===== src/rtl/ysyx_25020047_pkg.sv =====
// rtl/ysyx_25020047_pkg.sv - shared constants for the NPC instruction fetch unit
package ysyx_25020047_pkg;

  localparam logic [2:0] IDLE     = 3'd0;
  localparam logic [2:0] REQ      = 3'd1;
  localparam logic [2:0] WAIT     = 3'd2;
  localparam logic [2:0] OUT      = 3'd3;
  localparam logic [2:0] WAIT_NPC = 3'd4;

  localparam logic [31:0] RESET_PC_DEFAULT = 32'h8000_0000;
  localparam logic [31:0] NOP              = 32'h0000_0013;

endpackage


===== src/rtl/ysyx_25020047_ifu.sv =====
// rtl/ysyx_25020047_ifu.sv - single-outstanding instruction fetch unit
// Fetches one word per instruction, hands it to the decoder, then waits for writeback's next PC.
module ysyx_25020047_ifu
  import ysyx_25020047_pkg::*;
#(
  parameter int              XLEN     = 32,
  parameter logic [XLEN-1:0] RESET_PC = RESET_PC_DEFAULT
) (
  input  logic            clk,
  input  logic            rst,
  output logic            imem_req_valid,
  input  logic            imem_req_ready,
  output logic [XLEN-1:0] imem_req_addr,
  input  logic            imem_rsp_valid,
  input  logic [XLEN-1:0] imem_rsp_data,
  input  logic            imem_rsp_err,
  output logic            inst_valid,
  input  logic            inst_ready,
  output logic [XLEN-1:0] inst,
  output logic [XLEN-1:0] pc,
  output logic            fetch_fault,
  input  logic            npc_valid,
  input  logic [XLEN-1:0] npc
);

  logic [2:0]      state_q, state_d;
  logic [XLEN-1:0] pc_q, pc_d;
  logic [XLEN-1:0] inst_q, inst_d;
  logic            fault_q, fault_d;

  always_ff @(posedge clk) begin
    if (rst) begin
      state_q <= IDLE;
      pc_q    <= RESET_PC;
      inst_q  <= '0;
      fault_q <= 1'b0;
    end else begin
      state_q <= state_d;
      pc_q    <= pc_d;
      inst_q  <= inst_d;
      fault_q <= fault_d;
    end
  end

  always_comb begin
    state_d = state_q;
    case (state_q)
      IDLE:     state_d = REQ;
      REQ:      if (imem_req_ready) state_d = WAIT;
      WAIT:     if (imem_rsp_valid) state_d = OUT;
      OUT:      if (inst_ready) state_d = WAIT_NPC;
      WAIT_NPC: if (npc_valid) state_d = (npc[1:0] == 2'b00) ? REQ : OUT;
      default:  state_d = IDLE;
    endcase
  end

  // A misaligned next PC skips memory entirely and is presented as a faulted bubble.
  always_comb begin
    pc_d    = pc_q;
    inst_d  = inst_q;
    fault_d = fault_q;
    if (state_q == WAIT && imem_rsp_valid) begin
      inst_d  = imem_rsp_data;
      fault_d = imem_rsp_err;
    end
    if (state_q == WAIT_NPC && npc_valid) begin
      pc_d = npc;
      if (npc[1:0] != 2'b00) begin
        inst_d  = '0;
        fault_d = 1'b1;
      end
    end
  end

  always_comb begin
    imem_req_valid = (state_q == REQ);
    inst_valid     = (state_q == OUT);
    imem_req_addr  = pc_q;
    pc             = pc_q;
    inst           = inst_q;
    fetch_fault    = fault_q;
  end

endmodule


===== config.mk =====
export PLATFORM = sky130hd
export DESIGN_NAME = ysyx_25020047_ifu
export DESIGN_NICKNAME = d
export VERILOG_FILES = /design/src/rtl/ysyx_25020047_pkg.sv /design/src/rtl/ysyx_25020047_ifu.sv
export SDC_FILE = /design/constraint.sdc
export NUM_CORES = 1
export LEC_CHECK = 0
export CORE_MARGIN = 4
export CORE_UTILIZATION = 42
export DETAILED_ROUTE_END_ITERATION = 7
export DONT_BUFFER_PORTS = 1
export PLACE_DENSITY_LB_ADDON = 0.1
export SYNTH_ARGS = -nofsm -noshare
export SYNTH_HDL_FRONTEND = slang
export SYNTH_SLANG_ARGS = --single-unit
export TNS_END_PERCENT = 30

===== constraint.sdc =====
create_clock -name clk -period 1.7 [get_ports clk]
set_input_delay 0.34 -clock clk [delete_from_list [all_inputs] [get_ports clk]]
set_output_delay 0.34 -clock clk [all_outputs]
set_load 0.01 [all_outputs]

======== Yosys cells after proc, flatten, opt, wreduce, memory -nomap -nowiden ========
Index checks and enable logic that the tools add are counted.
word-level totals
  bits in registers ....................... 68
  bits of input ports ..................... 71
  word-level logic and storage cells ...... 30
  output and inout port bits .............. 99
cells by class
  mux-type cells .......................... 12
  equality and inequality tests ........... 8
  reduce and logical (&&, ||, !) cells .... 6
operators with widths
  kind                                                                      number
  32-bit 2-to-1 mux                                                         3
  3-bit case mux with 5 select lines                                        1
  3-bit 2-to-1 mux                                                          4
  3-bit by 2-bit equality test with 1-bit output (second input constant)    2
  2-bit by 1-bit inequality test with 1-bit output (second input constant)  2
  2-bit inequality test (second input constant)                             2
  4-bit AND reduction                                                       1
  3-bit by 1-bit equality test with 1-bit output (second input constant)    1
  3-bit equality test (second input constant)                               1
  3-bit zero test                                                           1
  1-bit 2-to-1 mux                                                          3
  1-bit logical AND                                                         2
  2-bit zero test                                                           1
  2-bit 2-to-1 mux                                                          1
  2-bit nonzero test                                                        1

======== Depth between registers and ports, before layout ========
  word-level depth ........................ 5
  gate-level depth with buffers ........... 6
  mapped depth without buffers ............ 3

======== Worst setup path after synthesis ========
OpenSTA, ideal clock, no wires.
  kind .................................... register to register
  from .................................... reg state_q[0]
  to ...................................... reg state_q[1]
  period minus slack after synthesis ...... 1.212 ns
  stages on the path, launching flop included .. 5
  buffers on the path ..................... 1
  library setup time ...................... 0.086 ns
  required time ........................... 1.614 ns
  path slack .............................. 0.488 ns
  arrival time ............................ 1.125 ns
  path through ............................ dfxtp_1 > buf_6 > nand2b_1 > o32a_1 > a221oi_2
between the ends
  cells in the longest elaborated chain, start to end .. 3
  elaborated cells between the ends (all ways) .. 11
  classes of those cells .................. eq/ne: 8; mux: 1; reduce/logical: 2
ends and longest elaborated chain
  what                                                                                                        RTL line                 source
  from (decl)                                                                                                 ysyx_25020047_ifu.sv:26  logic [2:0] state_q, state_d;
  from (signal assigned)                                                                                      ysyx_25020047_ifu.sv:38  state_q <= state_d;
  3-bit equality test, or another cell as far along                                                           ysyx_25020047_ifu.sv:47  case (state_q)
  2-bit inequality test (no source line) or 2-bit by 1-bit inequality test with 1-bit output (tied branches)  --
  4-bit AND reduction (no source line)                                                                        --
Parallel ways exist; a longest one is shown, timed or not.
A chain may end at the register's enable or synchronous reset.

======== Worst setup path in the final report ========
  from .................................... reg state_q[2]
  to ...................................... out imem_req_valid
between the ends
  cells in the longest elaborated chain, start to end .. 1
ends and longest elaborated chain
  what                                            RTL line                 source
  3-bit by 1-bit equality test with 1-bit output  ysyx_25020047_ifu.sv:76  imem_req_valid = (state_q == REQ);
  to (decl)                                       ysyx_25020047_ifu.sv:11  output logic imem_req_valid,
Every way passes these cells.

==> results.yml <==
yosys:
  ys.flop_type: "dfxtp_1"
  synth_warnings: 0
  synth_commonest_cells: "130 x nand2_1, 68 x dfxtp_1, 37 x buf_4"
  synthesis.nets: 420
  ys_types: 31
  syn_area_mm2: 0.00292
  synth_edf_count: 0
  synth-seq-area-share: 0.466
  synth.largest_area_cell: "dfxtp_1"
  synth.most_common_cell: "nand2_1"
  synth.area.top_cells: "dfxtp_1 47%, nand2_1 17%, buf_4 9.5%"
  async_flop_share: 0
  synthCells: 349
  ys_seq_elements: 68
  synth_top_area_frac: 0.466
  postSynthAreaPerCell_um2: 8.37
sta:
  grt_setup_unrepaired: "no"
  worst_pin_slew_ns: 0.337
  setup_viol: 0
  finalCritPeriodShare: 0.945
  relSlewSlack: 0.773
  fin_skew_ns: 0.0120
  min_period_ns: 1.61
  fin_setup_tns_ns: 0
  fin_ws_ns: 0.0929
  drv_slew: 0
  timing.fmax_ghz: 0.622
  hold_violations: 0
worst_hold_path:
  holdCritPathClass: "in -> reg"
  whs_path_depth: 1
global_routing:
  antenna_found_initial: 0
  overflow: 0
  grt_pass1_vias: 2082
  grt_max_degree: 39
  grt_usage: 0.152
  grt_pass1_wl_um: 10100
worst_setup_path:
  critical_path_class: "reg -> out"
  crit_path_end_kind: "output pin"
  cpPeakStageDelay_ns: 0.36
  ff2ff_path_depth: 5
  crit_required_ns: 1.36
  cp_max_fo: 8
  arrival_ns: 1.27
  crit_slowest_cell: "dfxtp_1"
  cp_cell_sequence: "buf_4 > nand2b_1 > nor2_1"
  crit_path_start_kind: "flip-flop"
floorplan:
  start_util: 0.430
  io-pin-count: 170
  die_x_um: 91.4
  fp.coreArea_mm2: 0.00679
  fp-row-count: 30
  dieArea_mm2: 0.00836
  die_y_um: 91.4
power:
  pwr-share-seq: 0.488
  clockPowerShare: 0.325
  powerDensity_mw_per_mm2: 1320
  ir_drop_mv: 0.548
  intPower_mw: 2.74
  netSwitchingFraction: 0.301
  p_sw_mw: 1.18
  power_frac_comb: 0.188
  p_leak_nw: 0.921
detailed_routing:
  drcViolationCount: 0
  viasPerCell: 5.05
  dr.pass1.iters: 4
  routed_wirelength_um: 6240
  ant_nets: 0
  wl_per_cell_um: 15.1
  vias: 2084
  dr.first_iter.drc_count: 64
clock_network:
  post_cts_buffers: 0
  root_buffer: "clkbuf_8"
  clock_path_buffers: 2
  cts_buffers: 9
  numClockSinks: 68
  post_cts_resized: 0
  path_clk_slew_ns: 0.07
  cts_tree: "built"
  cts_hold_buffers: 0
  clk_latency_ns: 0.33
  h-tree-depth: 3
run_status:
  outcome: "finished, final reports clean"
finish:
  multi_input_area_mm2: 0.00116
  syn_to_final_growth_pct: 1.41
  final_cell_count_no_fill: 413
  drive_gt1_frac: 0.189
  fillers: 680
  antennaDiodeCount: 0
  nNetsFinal: 383
  fin_util: 0.436
  seqCellArea_mm2: 0.00136
  post-route-cell-area_mm2: 0.00296
job:
  maxCapViolCount: 0
placed_design:
  port_buffers: 0
  dp_cells: 397
  place_area_mm2: 0.00277
  dp_hpwl_um: 4370
  gp_congestion: 0.778
  dp_slack_ns: 0.235
-- layer usage --
layer | GRT usage | vias up | wire length, µm
met1 | 0.173 | 933 | 2520
li1 | - | 1028 | -
met3 | 0.0696 | 12 | 695
met2 | 0.233 | 111 | 2900
met5 | 0 | - | 0
met4 | 0.0842 | 0 | 132
-- layout make-up --
type,instances,share of cell area
sequential,68,0.459
multi-input combinational,221,0.391
clock buffer,10,0.0431
timing repair buffer,10,0.0422
tap,96,0.0405
clock inverter,6,0.0215
inverter,2,0.00253
-- critical path, delay by kind of cell (launching register included) --
kind | cells | cell delay [ns]
simple gates | 2 | 0.41
flops | 1 | 0.36
buf+inv | 1 | 0.18
-- path summary, 6_finish.rpt --
check                           slack, ns        from                to
worst max-delay path                 0.09  state_q[2]    imem_req_valid
worst max register to register       0.25  state_q[2]  imem_req_addr[8]
worst min register to register       0.51    inst[31]          inst[31]
worst min-delay path                 0.07         rst       fetch_fault
-- placed cells by master (no fill, tap or decap), drive strengths merged, types with 2 or more instances in the layout --
cell type and instances:
clkinv 2, nor2 4, inv 3, o21bai 2, nor4b 3, nand2b 2
dfxtp 68, nand2 130, nand4bb 2, clkinvlp 2, buf 10, a21oi 65
clkbuf 10
-- registers in the layout, indices dropped and copies added, names as in the netlist --
register	count
imem_req_addr	32
state_q	3
fetch_fault	1
inst	32
-- per-stage QoR --
stage	power (mW)	hold WS (ns)
2_1_floorplan	2.57	0.464
3_3_place_gp	2.69	0.415
3_5_place_dp	2.69	0.415
4_1_cts	4.00	0.0460
5_1_grt	4.16	0.0452
6_report	3.91	0.0728
-- power groups by stage --
stage / registers [mW] / logic [mW] / clock network [mW]
finish: 1.91 / 0.734 / 1.27
floorplan: 1.90 / 0.675 / 0
CTS: 1.91 / 0.746 / 1.34
global placement: 1.95 / 0.742 / 0
detailed placement: 1.95 / 0.746 / 0
global route: 1.93 / 0.832 / 1.40
-- cell families (layout without fill, tap and decap cells) --
kind of cell / Yosys count / in the layout / synth area share
AO/OA/AOI/OAI: 75 / 75 / 0.179
buffers and inverters: 60 / 28 / 0.140
flip-flops: 68 / 68 / 0.466
AND/OR/NAND/NOR: 146 / 146 / 0.214
No activity file was read; power rests on OpenSTA's default activity.
